<file path="src/rtl/pwm_compare_stage.sv">
// PWM compare stage: compares an upstream free-running count against a duty threshold.
// New duty values are staged in a shadow register and applied only at a counter wrap.
module pwm_compare_stage #(
   parameter int unsigned WIDTH      = 8,
   parameter int unsigned WRAP_CNT_W = 16
) (
   input  logic                  clk,
   input  logic                  reset,
   input  logic [WIDTH-1:0]      count,
   input  logic                  cfg_valid,
   input  logic [WIDTH-1:0]      cfg_duty,
   output logic                  cfg_ready,
   output logic                  pwm_out,
   output logic                  wrap_pulse,
   output logic [WRAP_CNT_W-1:0] wrap_cnt
);

   logic [WIDTH-1:0]      prev_count_q, prev_count_d;
   logic                  prev_valid_q, prev_valid_d;
   logic [WIDTH-1:0]      duty_active_q, duty_active_d;
   logic [WIDTH-1:0]      duty_shadow_q, duty_shadow_d;
   logic                  pending_q, pending_d;
   logic                  pwm_q, pwm_d;
   logic                  wrap_pulse_q, wrap_pulse_d;
   logic [WRAP_CNT_W-1:0] wrap_cnt_q, wrap_cnt_d;

   logic                  wrap;
   logic                  accept;
   logic                  transfer;
   logic [WIDTH-1:0]      duty_eff;

   // A drop in count is a wrap, whether a normal rollover or an upstream restart.
   assign wrap     = prev_valid_q && (count < prev_count_q);
   assign cfg_ready = !pending_q;
   assign accept   = cfg_valid && cfg_ready;
   assign transfer = wrap && pending_q;
   assign duty_eff = transfer ? duty_shadow_q : duty_active_q;

   always_comb begin
      prev_count_d  = count;
      prev_valid_d  = 1'b1;
      duty_active_d = duty_active_q;
      duty_shadow_d = duty_shadow_q;
      pending_d     = pending_q;
      wrap_pulse_d  = wrap;
      wrap_cnt_d    = wrap_cnt_q;
      pwm_d         = (count < duty_eff);

      if (wrap) begin
         wrap_cnt_d = wrap_cnt_q + 1'b1;
      end
      // accept and transfer are mutually exclusive since they need opposite pending values
      if (accept) begin
         duty_shadow_d = cfg_duty;
         pending_d     = 1'b1;
      end else if (transfer) begin
         duty_active_d = duty_shadow_q;
         pending_d     = 1'b0;
      end
   end

   always_ff @(posedge clk or negedge reset) begin
      if (!reset) begin
         prev_count_q  <= '0;
         prev_valid_q  <= 1'b0;
         duty_active_q <= '0;
         duty_shadow_q <= '0;
         pending_q     <= 1'b0;
         pwm_q         <= 1'b0;
         wrap_pulse_q  <= 1'b0;
         wrap_cnt_q    <= '0;
      end else begin
         prev_count_q  <= prev_count_d;
         prev_valid_q  <= prev_valid_d;
         duty_active_q <= duty_active_d;
         duty_shadow_q <= duty_shadow_d;
         pending_q     <= pending_d;
         pwm_q         <= pwm_d;
         wrap_pulse_q  <= wrap_pulse_d;
         wrap_cnt_q    <= wrap_cnt_d;
      end
   end

   assign pwm_out    = pwm_q;
   assign wrap_pulse = wrap_pulse_q;
   assign wrap_cnt   = wrap_cnt_q;

endmodule

</file>
<file path="config.mk">
export PLATFORM = sky130hd
export DESIGN_NAME = pwm_compare_stage
export DESIGN_NICKNAME = d
export VERILOG_FILES = /design/src/rtl/pwm_compare_stage.sv
export SDC_FILE = /design/constraint.sdc
export NUM_CORES = 1
export LEC_CHECK = 0
export ABC_AREA = 1
export BUFFER_PORTS_ARGS = -buffer_cell sky130_fd_sc_hd__buf_2
export CAP_MARGIN = 10
export CELL_PAD_IN_SITES_DETAIL_PLACEMENT = 0
export CELL_PAD_IN_SITES_GLOBAL_PLACEMENT = 1
export CORE_MARGIN = 4
export CORE_UTILIZATION = 42
export DETAILED_ROUTE_END_ITERATION = 10
export PLACE_DENSITY = 0.82
export SLEW_MARGIN = 15
export SYNTH_ARGS = -nofsm -noshare
export SYNTH_HDL_FRONTEND = slang
export SYNTH_SLANG_ARGS = --single-unit
</file>
<file path="constraint.sdc">
create_clock -name clk -period 2.4 [get_ports clk]
set_input_delay 0.24 -clock clk [delete_from_list [all_inputs] [get_ports clk]]
set_output_delay 0.24 -clock clk [all_outputs]
set_load 0.01 [all_outputs]
</file>
# Word-level counts from Yosys, hierarchy flattened
# Index checks and enable logic that the tools add are counted.
# Widths: inputs -> output; s select.
op_classes:
  n_addsub: 1
  mul: 0
  div_mod_pow: 0
  order_cmp: 2
  eq_ne: 0
  n_shift: 0
  muxes: 3
  n_bitwise: 0
  reduce_logical: 5
ops:
  columns: ["cell", "n"]
  rows:
  - ["$add 16x1->16 const B", 1]
  - ["$lt 8x8->1", 2]
  - ["$mux 8", 1]
  - ["$logic_and 1x1->1", 3]
  - ["$mux 1", 2]
  - ["$reduce_bool 2->1", 1]
  - ["$logic_not 1->1", 1]
totals:
  reg_bits: 44
  latch_bits: 0
  ramBits: 0
  mem_bits_ro: 0
  inputBits: 19
  out_inout_bits: 19
  wordCells: 19
  n_memories: 0

# Depth between registers and ports, before layout
logic_depth:
  depth_word: 5
  mapped_depth: 16
  mapped_depth_nobuf: 16

# Worst setup path before layout
# No wires, ideal clock.
synth_timing:
  path_type: "flip-flop to flip-flop"
  from: "reg prev_count_q[7]"
  to: "reg pwm_q (netlist: pwm_out)"
  setup_time_ns: 0.077
  t_arrival_ns: 2.031
  required_time_ns: 2.323
  setup_slack_ns: 0.292
  path_stages_with_launch: 15
  path_buffers: 0
  synth_period_minus_slack_ns: 2.108
  path_cell_list: "dfrtp_1 -> inv_1 -> ha_1 -> nand2_1 -> nand2_1 -> nor2_1 -> nand2_1 -> nor2_4 -> nand3_2 -> or2_1 -> o21ai_1 -> ha_1 -> a21oi_1 -> o21ai_0 -> a21oi_1"
synth_between:
  elab_chain_len: 5
synth_lines:
  columns: ["item", "line", "text"]
  rows:
  - ["start, declared", "18", "logic [WIDTH-1:0] prev_count_q, prev_count_d;"]
  - ["start signal, assigned", "73", "prev_count_q <= prev_count_d;"]
  - ["$lt 8x8->1", "33", "assign wrap = prev_valid_q && (count < prev_count_q);"]
  - ["$logic_and 1x1->1", "33", null]
  - ["$logic_and 1x1->1", "36", "assign transfer = wrap && pending_q;"]
  - ["$mux 8", null, null]
  - ["$lt 8x8->1", "47", "pwm_d = (count < duty_eff);"]
  - ["via pwm_d", "23", "logic pwm_q, pwm_d;"]
  - ["end signal, assigned", "78", "pwm_q <= pwm_d;"]
  - ["end, declared", "23", null]
# The timed path passes the listed nets, and every way through them passes these cells.
# A chain may end at the register's enable or synchronous reset.

# Worst setup path in the final report
# Ends and elaborated chain as after synthesis.

==> results.cfg <==
[sta]
final_max_slew_viol_count = 0
setup_ws_ns = 0.1302
worstMarginPinSlew_ns = 0.5016
fin_crit_ns = 2.270
fin_hold_ws_ns = 0.06446
clock_skew_ns = 0.001712
setup_tns_ns = 0
max_clock_freq_mhz = 440.6
min_period_over_period_pct = 94.57
timing.final.hold_violations = 0
relSlewSlack_pct = 66.56
setup_viol = 0

[logic_synthesis]
ys.flop_type = dfrtp_1
syn_area_per_cell_sq_um = 9.945
synth_xor_area_share_pct = 5.761
synth.largest_area_cell = dfrtp_1
async_flop_share_pct = 100.0
ys_top_cells_by_count = dfrtp_1 (44), nand2_1 (36), inv_1 (27), ha_1 (15), inv_2 (11)
synth_top_family_by_area = simple AND/OR/NAND/NOR gates
netlist_area_sq_mm = 0.002128
synth_compound_area_share_pct = 4.233
synthSimpleGateAreaFrac_pct = 18.64
yosysUniqueCellTypes = 28
ys_warn_count = 0
syn_inst = 214
synth_mux_area_share_pct = 3.704
synth.most_common_cell = dfrtp_1
syn_nets = 248
ys_seq_elements = 44
netlist.area_leader.share_pct = 51.73
synth_area_leaders = dfrtp_1 (52%), ha_1 (8.8%), nand2_1 (6.3%)
synth_seq_area_share_pct = 51.73
synth_edf_count = 0
synth_adder_area_share_pct = 8.818

[drt]
vias = 1498
vias_per_cell = 4.526
wl_um = 4091
dr.pass1.iters = 4
drt-initial-drc-count = 52
antenna_left = 0
drt-wirelength-per-cell_um = 12.36
drc_errors = 0

[layout]
num-nets-final = 297
regArea_sq_mm = 0.001101
antenna_cells = 0
drive_gt1_share_pct = 32.95
areaGrowthSynthToFinish_pct = 21.69
fill_cells = 479
multi_input_area_sq_um = 942.2

[setup_path]
worstPathArrival_ns = 2.49
criticalPathCategory = reg -> reg
worstPathRequired_ns = 2.62
cp-end-kind = flop
worst_setup_path_start_kind = flop
cp_max_fo = 5

[global_route]
grt_overflow = 0
antenna_found_initial = 0
grt_start_max_net_pins = 22
grt_pass1_wl_um = 6975
grt_pass1_vias = 1534
grt_use_total_pct = 14.28

[floorplan]
die-area_sq_mm = 0.006270
io_pins = 38
start_util_pct = 44.18
fp-row-count = 25
die_y_um = 79.19
fp.dieW_um = 79.19
core-area_sq_mm = 0.004817

[place]
port_buffers = 37
dp_hpwl_um = 3070
pre_cts_ws_ns = 0.06022
gp_congestion = 0.7543

[clocking]
cts.clk_slew.worst_paths_ns = 0.08
cts_buffer_depth = 2
cts.sinks = 44
h-tree-depth = 2
clk_latency_ns = 0.29
root_buffer = clkbuf_8
numCtsBuffers = 5
cts_tree = done

[hold_path]
min_path_type = in -> reg

[power]
p_leak_nw = 1.350
pwr_density_cell_mw_per_mm2 = 839.4
peakVddDrop_mv = 0.6060

[status]
outcome = complete, no violations

[flow_run]
drv_cap = 0
## final timing paths
path,startpoint,endpoint,slack (ns),cells after the start
worst min-delay path,count[0],prev_count_q[0]$_DFF_PN0_,0.06,1
min in group asynchronous,reset,wrap_cnt[6]$_DFFE_PN0P_,0.45,2
max in group asynchronous,reset,duty_active_q[0]$_DFFE_PN0N_,1.37,3
worst min register to register,duty_active_q[3]$_DFFE_PN0N_,duty_active_q[3]$_DFFE_PN0N_,0.49,2
worst max-delay path,prev_count_q[7]$_DFF_PN0_,pwm_out$_DFF_PN0_,0.13,14
worst max register to register,prev_count_q[7]$_DFF_PN0_,pwm_out$_DFF_PN0_,0.13,14
## per-layer routing
metal	vias to the layer above	wire length, um	GRT usage, %	share of wire, %
met5	-	0	0	0
met4	0	58	4.639	1.4
met3	6	150	4.082	3.7
met2	27	1988	22.81	49
met1	698	1894	18.66	46
li1	767	-	-	-
## flip-flops by register name, indices dropped and copies added (netlist names)
name,count
wrap_cnt,16
duty_active_q,8
duty_shadow_q,8
prev_count_q,8
pending_q,1
prev_valid_q,1
pwm_out,1
wrap_pulse,1
## worst max-delay path: stages (launching register included)
cell	delay [ns]
dfrtp_1	0.37
inv_1	0.09
ha_4	0.20
nand2_1	0.06
nand2_1	0.04
nor2_1	0.09
nand2_1	0.10
nor2_4	0.18
nand3_4	0.13
or2_1	0.24
o21ai_2	0.08
ha_1	0.27
a21oi_1	0.14
nand2_1	0.11
a21oi_2	0.12
## cells by family (layout without fill, tap and decap cells)
kind of cell | count (synthesis) | after routing
other | 1 | 1
adders and majority gates | 15 | 15
xor gates and xnor gates | 14 | 14
muxes | 7 | 7
AOI/OAI and AO/OA | 18 | 18
and+or+nand+nor | 76 | 77
DFF | 44 | 44
buffers and inverters | 39 | 88
## timing repair
item,in CTS,in global routing
endpoints found under the hold margin,19,0
setup endpoints to repair,0,1
hold buffers,1,0
resized for setup,0,14
buffers inserted,0,1
## area by class of cell
class | count | area share [%]
well taps | 67 | 3.237
inverters | 38 | 5.701
flip-flops and latches | 44 | 42.51
repair buffers | 42 | 8.696
multi-input cells | 132 | 36.38
clock buffers | 8 | 3.478
## power breakdown
group / leakage, nW / internal (W) / switching [W]
combinational: 0.773 / 0.000288 / 0.000372
sequential: 0.531 / 0.000920 / 0.000124
clock: 0.0455 / 0.000235 / 0.000236
## placed cells by master (no fill, tap or decap)
master	instances
clkbuf_8	6
o21ai_2	6
dlygate4sd3_1	1
mux2_2	7
nor3_1	3
xnor2_1	4
a21oi_2	2
o21ai_0	4
inv_6	1
nand4_1	3
clkbuf_1	2
and2_1	1
and3_4	1
nor4_1	1
nor3_2	2
nand3_1	5
buf_4	4
nor2_4	2
o21ai_1	2
nand2_1	35
or2_1	6
inv_2	10
nand3_2	1
nand2_4	1
nor2_1	10
inv_1	27
nand2_2	3
xor2_1	10
conb_1	1
a21oi_1	4
nor2_2	1
nand3_4	1
ha_4	1
buf_2	37
dfrtp_1	44
nor4_4	1
ha_1	14
## metrics by stage
step / power, W / utilization, % / instances / cell area [sq um]
after floorplan: 0.001441 / - / 214 / 2128
after global placement: 0.001639 / 50.13 / 320 / 2415
after detailed placement: 0.001656 / 50.13 / 320 / 2415
after CTS: 0.002143 / 52.21 / 329 / 2515
after global routing: 0.002343 / 53.77 / 331 / 2590
final: 0.002174 / 53.77 / 331 / 2590
No activity file was read; power rests on OpenSTA's default activity.
